==> config.mk <==
export PLATFORM = sky130hd
export DESIGN_NAME = bp_me_burst_to_lite_mux
export DESIGN_NICKNAME = d
export VERILOG_FILES = /design/src/rtl/bp_me_burst_to_lite_mux.sv
export SDC_FILE = /design/constraint.sdc
export NUM_CORES = 1
export LEC_CHECK = 0
export BUFFER_PORTS_ARGS = -buffer_cell sky130_fd_sc_hd__buf_2
export CAP_MARGIN = 20
export CORE_AREA = 2 2 330 332
export CTS_CLUSTER_SIZE = 14
export DETAILED_ROUTE_END_ITERATION = 8
export DIE_AREA = 0 0 332 334
export PLACE_DENSITY_LB_ADDON = 0.08
export SYNTH_ARGS = -nofsm -noshare
export SYNTH_HDL_FRONTEND = slang
export SYNTH_SLANG_ARGS = --single-unit
==> constraint.sdc <==
create_clock -name clk_i -period 1.6 [get_ports clk_i]
set_input_delay 0.16 -clock clk_i [delete_from_list [all_inputs] [get_ports clk_i]]
set_output_delay 0.16 -clock clk_i [all_outputs]
set_load 0.05 [all_outputs]
==> src/rtl/bp_me_burst_to_lite_mux.sv <==
// Round-robin multiplexer that reassembles burst BedRock streams (header + data beats)
// from several channels into single full-width lite messages on one memory port.
module bp_me_burst_to_lite_mux #(
   parameter int unsigned num_ch_p         = 2,
   parameter int unsigned header_width_p   = 64,
   parameter int unsigned in_data_width_p  = 64,
   parameter int unsigned out_data_width_p = 512,
   parameter logic [15:0] payload_mask_p   = 16'h0000,
   localparam int unsigned ch_width        = (num_ch_p > 1) ? $clog2(num_ch_p) : 1
) (
   input  logic                                 clk_i,
   input  logic                                 reset_n_i,
   input  logic [num_ch_p*header_width_p-1:0]   header_i,
   input  logic [num_ch_p-1:0]                  header_v_i,
   output logic [num_ch_p-1:0]                  header_ready_and_o,
   input  logic [num_ch_p*in_data_width_p-1:0]  data_i,
   input  logic [num_ch_p-1:0]                  data_v_i,
   output logic [num_ch_p-1:0]                  data_ready_and_o,
   output logic [header_width_p-1:0]            mem_header_o,
   output logic [out_data_width_p-1:0]          mem_data_o,
   output logic [ch_width-1:0]                  mem_ch_o,
   output logic                                 mem_v_o,
   input  logic                                 mem_ready_and_i
);

   localparam int unsigned beats     = out_data_width_p / in_data_width_p;
   localparam int unsigned idx_width = (beats > 1) ? $clog2(beats) : 1;
   localparam int unsigned ow_width  = $clog2(out_data_width_p);

   typedef enum logic [1:0] {IDLE, COLLECT, SEND} state_e;

   state_e                                   state;
   logic [header_width_p-1:0]                hdr;
   logic [ch_width-1:0]                      ch;
   logic [ch_width-1:0]                      rr;
   logic [idx_width-1:0]                     idx;
   logic [idx_width-1:0]                     last;
   logic [2:0]                               size;
   logic [beats-1:0][in_data_width_p-1:0]    buffer;
   logic                                     valid;

   logic [num_ch_p-1:0][header_width_p-1:0]  hdr_vec;
   logic [num_ch_p-1:0][in_data_width_p-1:0] data_vec;
   logic [out_data_width_p-1:0]              flat;

   logic [ch_width-1:0]                      grant;
   logic [ch_width-1:0]                      cand;
   logic                                     grant_v;
   logic [header_width_p-1:0]                sel_hdr;
   logic                                     sel_payload;
   int unsigned                              sel_bits;
   logic [idx_width-1:0]                     sel_last;
   int unsigned                              unit;
   logic [ow_width-1:0]                      rep_mask;

   assign hdr_vec  = header_i;
   assign data_vec = data_i;
   assign flat     = buffer;

   assign mem_header_o = hdr;
   assign mem_ch_o     = ch;
   assign mem_v_o      = valid;

   // First requesting channel at or above the round-robin pointer, wrapping.
   always_comb begin
      grant   = '0;
      grant_v = 1'b0;
      cand    = '0;
      for (int unsigned k = 0; k < num_ch_p; k++) begin
         cand = ch_width'((32'(rr) + k) % num_ch_p);
         if (!grant_v && header_v_i[cand]) begin
            grant   = cand;
            grant_v = 1'b1;
         end
      end
   end

   // Beat count of the granted header, stored as the index of its final beat.
   always_comb begin
      sel_hdr     = hdr_vec[grant];
      sel_payload = payload_mask_p[sel_hdr[3:0]];
      sel_bits    = 32'd8 << sel_hdr[6:4];
      if (sel_bits <= in_data_width_p)
         sel_last = '0;
      else if (sel_bits >= out_data_width_p)
         sel_last = idx_width'(beats - 1);
      else
         sel_last = idx_width'(sel_bits / in_data_width_p - 1);
   end

   always_comb begin
      header_ready_and_o = '0;
      if (reset_n_i && state == IDLE && grant_v)
         header_ready_and_o[grant] = 1'b1;
   end

   always_comb begin
      data_ready_and_o = '0;
      if (state == COLLECT)
         data_ready_and_o[ch] = 1'b1;
   end

   // The message occupies (8 << size) bits; that region repeats across the lite word.
   // Data-less messages leave the buffer cleared, so they come out as zero.
   always_comb begin
      unit       = 32'd8 << size;
      rep_mask   = (unit >= out_data_width_p) ? '1 : ow_width'(unit - 1);
      mem_data_o = '0;
      for (int unsigned i = 0; i < out_data_width_p; i++)
         mem_data_o[i] = flat[ow_width'(i) & rep_mask];
   end

   always_ff @(posedge clk_i or negedge reset_n_i) begin
      if (!reset_n_i) begin
         state  <= IDLE;
         hdr    <= '0;
         ch     <= '0;
         rr     <= '0;
         idx    <= '0;
         last   <= '0;
         size   <= '0;
         buffer <= '0;
         valid  <= 1'b0;
      end else begin
         case (state)
            IDLE: begin
               if (grant_v) begin
                  hdr    <= sel_hdr;
                  ch     <= grant;
                  size   <= sel_hdr[6:4];
                  last   <= sel_last;
                  idx    <= '0;
                  buffer <= '0;
                  if (sel_payload) begin
                     state <= COLLECT;
                  end else begin
                     state <= SEND;
                     valid <= 1'b1;
                  end
               end
            end
            COLLECT: begin
               if (data_v_i[ch]) begin
                  buffer[idx] <= data_vec[ch];
                  idx         <= idx + 1'b1;
                  if (idx == last) begin
                     state <= SEND;
                     valid <= 1'b1;
                  end
               end
            end
            SEND: begin
               if (mem_ready_and_i) begin
                  valid <= 1'b0;
                  rr    <= (ch == ch_width'(num_ch_p - 1)) ? '0 : ch + 1'b1;
                  state <= IDLE;
               end
            end
            default: state <= IDLE;
         endcase
      end
   end

   illegal_size: assert property (@(posedge clk_i) disable iff (!reset_n_i)
      (state == IDLE && grant_v) |-> (sel_bits <= out_data_width_p));

endmodule

==> After elaboration in Yosys (flattened, before gate mapping) <==
Memory sizes are Yosys's and may differ from the RTL's.
Index checks and enable logic that the tools add are counted.
{ "totals": {"word_cells": 1638, "register_bits": 590, "in_bits": 263, "mem_count": 1, "romBits": 16} }
{ "memory_table": {"columns": ["name", "words", "word_bits", "rd", "rd_ports_with_merged_regs", "wr", "line_no", "source"], "rows": [
  ["(name not given)", 16, 1, 1, 0, 0, "81", "sel_payload = payload_mask_p[sel_hdr[3:0]];"]
]} }
{ "op_classes": {"add_sub_neg": 5, "reduce_logical": 15, "n_lt_le_gt_ge": 523, "eq_ne": 8, "shifts": 2, "mux": 1068} }
{ "ops": {"columns": ["op", "count"], "rows": [
  ["< comparator 9 x 10 -> 1 bit, second input constant", 256],
  ["< comparator 8 x 10 -> 1 bit, second input constant", 128],
  ["2-to-1 mux 512 bit", 2],
  ["one-hot mux 512 bit (2 select lines)", 1],
  ["< comparator 7 x 10 -> 1 bit, second input constant", 64],
  ["binary-select mux 1 bit (select 5 bit)", 126],
  ["2-to-1 mux 1 bit", 539],
  ["bitwise mux 512 bit", 1],
  ["binary-select mux 1 bit (select 4 bit)", 126],
  ["binary-select mux 1 bit (select 6 bit)", 84],
  ["< comparator 6 x 10 -> 1 bit, second input constant", 32],
  ["2-to-1 mux 64 bit", 5],
  ["binary-select mux 1 bit (select 3 bit)", 84],
  ["binary-select mux 1 bit (select 7 bit)", 36],
  ["demux 64 bit (select 3 bit)", 1],
  ["< comparator 5 x 10 -> 1 bit, second input constant", 16],
  ["< comparator 4 x 10 -> 1 bit, second input constant", 8],
  ["binary-select mux 1 bit (select 2 bit)", 36],
  ["binary-select mux 1 bit (select 8 bit)", 9],
  [">= comparator 32 x 10 -> 1 bit, second input constant", 2],
  ["left shift 4 x 3 -> 32 bit, first input constant", 2],
  ["< comparator 3 x 10 -> 1 bit, second input constant", 4],
  ["<= comparator 32 x 7 -> 1 bit, second input constant", 1],
  ["< comparator 2 x 10 -> 1 bit, second input constant", 2],
  ["32 further kinds", 56]
]} }

==> Longest topological paths before layout <==
{ "depth": {"depth_word": 13, "ltp_mapped": 5, "ltp_nobuf": 3} }

==> Least setup slack after synthesis <==
No wires, ideal clock.
{ "synth_timing": {"kind": "reg-to-output", "start": "register state[1]", "end": "output header_ready_and_o[1]", "t_arrival_ns": 1.837, "path_buffers": 0, "path_stages_with_launch": 2, "setup_slack_ns": -0.397, "path_cell_list": "dfrtp_1 > nor3b_1"} }
{ "synth_via": {"elab_chain_cells": 4} }
{ "synth_rtl": {"columns": ["element", "line_no", "source"], "rows": [
  ["from (decl)", "32", "state_e state;"],
  ["from (signal assigned)", "115", "state <= IDLE;"],
  ["from (signal assigned)", "135", "state <= COLLECT;"],
  ["from (signal assigned)", "137", "state <= SEND;"],
  ["logical NOT 2 bit", "93", "if (reset_n_i && state == IDLE && grant_v)"],
  ["logical AND 1 bit (2 in series)", "93", null],
  ["2-to-1 mux 2 bit", "93", null],
  ["to (decl)", "15", "output logic [num_ch_p-1:0] header_ready_and_o,"]
]} }
Every way passes these cells.

==> Worst setup path after layout <==
{ "layout_timing": {"start": "register rr", "end": "output header_ready_and_o[0]"} }
{ "layout_via": {"elab_chain_cells": 11, "word_cells_on_any_way": 18} }
{ "layout_rtl": {"columns": ["element", "line_no", "source"], "rows": [
  ["from (decl)", "35", "logic [ch_width-1:0] rr;"],
  ["from (signal assigned)", "155", "rr <= (ch == ch_width'(num_ch_p - 1)) ? '0 : ch + 1'b1;"],
  ["2-to-1 mux 1 bit (implied by the code) (2 in series)", "71", "if (!grant_v && header_v_i[cand]) begin"],
  ["2-to-1 mux 1 bit", "71", null],
  ["logical NOT 1 bit", "71", null],
  ["logical AND 1 bit", "71", null],
  ["2-to-1 mux 1 bit", "71", null],
  ["< comparator 1 x 2 -> 1 bit (implied by the code) / >= comparator 1 bit (equally long branches)", "94", "header_ready_and_o[grant] = 1'b1;"],
  ["logical AND 1 bit (implied by the code)", "94", null],
  ["2-to-1 mux 1 bit (implied by the code)", "94", null],
  ["demux 1 bit (select 1 bit)", "94", null],
  ["2-to-1 mux 2 bit (*)", "93", null]
]} }
Mark *: on every way between the ends. The rest lies on a longest branch, timed or not. The select of a mux whose other input is x is not followed.

==> key figures <==
Critical path
  – Critical Path End Type: primary output
  – Crit path from: rr
  – Critical Path AT: 1.35 ns
  – Crit path launch type: flip-flop
  – CP required: 1.44 ns
  – Largest stage delay, worst path: 0.38 ns
  – CP Class: reg -> out
  – Crit path cell chain: nand2b_4, nand2_4, and3_2, buf_8
  – Worst r2r path cells: 6
  – FF-to-FF Start: rr
  – Internal reg-to-reg setup slack: 0.13 ns
  – Largest fanout on the critical path: 3
  – Worst R2R End: mem_header_o[20]
  – CP max stage cell: dfrtp_1

Timing
  – Tmin final: 1.51 ns
  – Rel. slew slack: 0.583
  – Worst-Margin Slew: 0.625 ns
  – Tcrit/Tclk final: 0.945
  – RSZ-0062 raised after global routing: no
  – Max Slew Vio Count: 0
  – Worst Skew: 0.00557 ns
  – Final hold viol count: 0
  – Final setup vio count: 0
  – Fmax: 661 MHz

Power and ir drop
  – Sw frac: 0.599
  – P_sw: 6.58 mW
  – Pwr Total: 11.0 mW
  – Int Pwr: 4.40 mW
  – Leakage: 4.05 nW
  – Logic pwr share: 0.566
  – Seq pwr share: 0.212
  – Clock power share: 0.222
  – Max VDD drop: 0.000554 V
  – P per Cell Area: 1260 nW/um^2

Global route
  – First-pass GRT wire length: 34600 um
  – Largest net degree at the start of global routing: 65
  – Vias in the first global route: 4451
  – Initial antenna violation count: 6
  – Total track usage: 0.0448
  – GR Overflow Total: 0

Synth
  – Library cells used by synthesis: 22
  – Yosys warns: 0
  – Synth Instances: 892
  – Syn avg cell area: 7.99 sq um
  – Post-synthesis register bit count: 67
  – Cell Area, Synth: 7130 sq um
  – Sequential area share after synthesis: 0.235

Worst hold path
  – Hold WC Path Type: in -> reg
  – Hold Path Origin: header_i[37]
  – Hold EP: mem_header_o[37]
  – Hold Path Stages: 3

Flow run
  – Max Cap Viol: 0

Finish
  – Nets: 1380
  – Layout cells sized above 1: 0.219
  – Design area: 8730 sq um
  – Area grow syn2layout: 22.6%

Routing
  – Number of DRC markers in iteration 0: 158
  – Vias: 5193
  – ANT nets after route: 0
  – Routed wire per std cell: 10.5 um
  – Pre-Repair DR Iteration Count: 6
  – # DRC: 0
  – Detailed Route WL: 26600 um
  – Vias/cell: 2.04

Floorplan
  – FP Rows: 121
  – Initial core utilization: 0.0661
  – Std-Cell Core Area: 108000 sq um
  – Die W: 332 um
  – I/O Pins: 845
  – Die ar.: 111000 sq um
  – Die H: 334 um

CTS
  – TritonCTS clock tree: done
  – Num CTS Buffers: 9
  – Clock Path Buffers: 2
  – Clk slew on worst S/H paths: 0.07 ns
  – Clk_lat worst skew: 0.39 ns
  – CTS root buffer: clkbuf_16
  – H-tree depth: 3
  – Sink Count: 67

Run status
  – Status: complete, no violations

Place
  – DP HPWL: 19800 um
  – DP Area: 8020 sq um
  – IO Port Bufs: 200
  – GPL Wtd Cong: 0.653
## synth_stat cells
cell	count	share of area
inv_1	1	0.00053
a31oi_1	65	0.057
inv_2	1	0.00053
o21ba_2	1	0.0014
nor3b_1	1	0.0011
nor2b_1	1	0.00088
nand3_1	64	0.045
buf_2	25	0.018
conb_1	1	0.00053
dfrtp_1	67	0.24
buf_6	5	0.0079
nor3_1	1	0.00070
nor2_1	64	0.034
nand2b_1	1	0.00088
o21ai_0	34	0.024
o22ai_1	1	0.00088
clkbuf_1	9	0.0047
o21ai_1	30	0.021
buf_4	516	0.54
and3_1	1	0.00088
nand2_1	1	0.00053
a21oi_1	2	0.0014
## state kept, by name, indices dropped and copies added (netlist names)
register and cells:
mem_ch_o 1, mem_header_o 64, rr 1, state 1
## metrics by stage
step           setup WS [ns]  utilization  TNS, ns  hold slack, ns  instances
2_1_floorplan         0.0734            -        0          -0.136       1405
3_3_place_gp         -0.0228       0.0744  -0.0228         0.00617       2484
3_5_place_dp          0.0221       0.0744        0         0.00368       2484
4_1_cts               0.0132       0.0808        0       0.0000829       2536
5_1_grt              0.00325       0.0809        0          0.0280       2536
6_report              0.0874       0.0810        0          0.0480       2540
## final cells by class
type                       count  area (sq um)
multi-input combinational    781          3310
fill                       12784         99100
antenna                        4          10.0
clock buffer                  10           229
inverter                       2          7.51
sequential                    67          1680
clock inverter                 6          90.1
timing repair buffer         256          1640
tap                         1414          1770
## per-layer routing
| metal | track usage | part of all wire | up-vias |
|---|---|---|---|
| li1 | - | - | 2343 |
| met1 | 0.0531 | 0.41 | 2391 |
| met4 | 0.0171 | 0.017 | 6 |
| met2 | 0.0736 | 0.48 | 427 |
| met5 | 0 | 0.0018 | - |
| met3 | 0.0164 | 0.096 | 26 |
## kinds of logic after synthesis
family / count (synthesis) / synth area share
buf+inv: 557 / 0.575
compound gates: 133 / 0.106
simple gates: 134 / 0.0836
flops: 67 / 0.235
other cells: 1 / 0.000526
## how the worst max path moves through the flow
stage               slack (ns)                     to  depth (start not counted)
global placement         -0.02       mem_header_o[16]                          5
detailed placement        0.02       mem_header_o[21]                          5
floorplan                 0.07  header_ready_and_o[0]                          3
global route             0.003  header_ready_and_o[1]                          4
finish                    0.09  header_ready_and_o[0]                          4
CTS                       0.01  header_ready_and_o[0]                          4
## cells in the final DEF (no fill, tap or decap)
cell           count
a21oi_1            2
a31oi_1           65
and3_2             1
buf_12             7
buf_16             1
buf_2            196
buf_4             16
buf_6              2
buf_8              1
bufinv_16          2
clkbuf_1           1
clkbuf_16          9
clkinv_2           1
clkinv_4           2
clkinvlp_4         1
conb_1           514
dfrtp_1           66
dfrtp_2            1
diode_2            4
dlygate4sd3_1     33
inv_1              1
inv_2              1
nand2_4            1
nand2b_4           1
nand3_1           64
nor2_1            64
nor2b_4            1
nor3_1             1
nor3b_2            1
o21ai_0           34
o21ai_1           30
o21ba_4            1
o22ai_1            1
## what timing repair did
item / in CTS / in global routing
hold buffers: 33 / 0
setup buffers: 3 / 0
hold endpoints to repair: 94 / 0
resized for setup: 7 / 2
setup endpoints to repair: 2 / 4
## power groups by stage
stage | clock network (mW) | logic, mW | registers, mW
6_report | 2.43 | 6.21 | 2.33
5_1_grt | 2.66 | 6.52 | 2.39
4_1_cts | 2.65 | 6.27 | 2.34
3_5_place_dp | 0 | 6.17 | 2.38
3_3_place_gp | 0 | 6.21 | 2.37
2_1_floorplan | 0 | 4.40 | 3.81
## worst max-delay path: cells and delay by family (launching register included)
family                 cells  cell delay [ns]
flip-flops                 1             0.38
AND/OR/NAND/NOR            3             0.44
buffers and inverters      1             0.15
No activity file was read; power rests on OpenSTA's default activity.
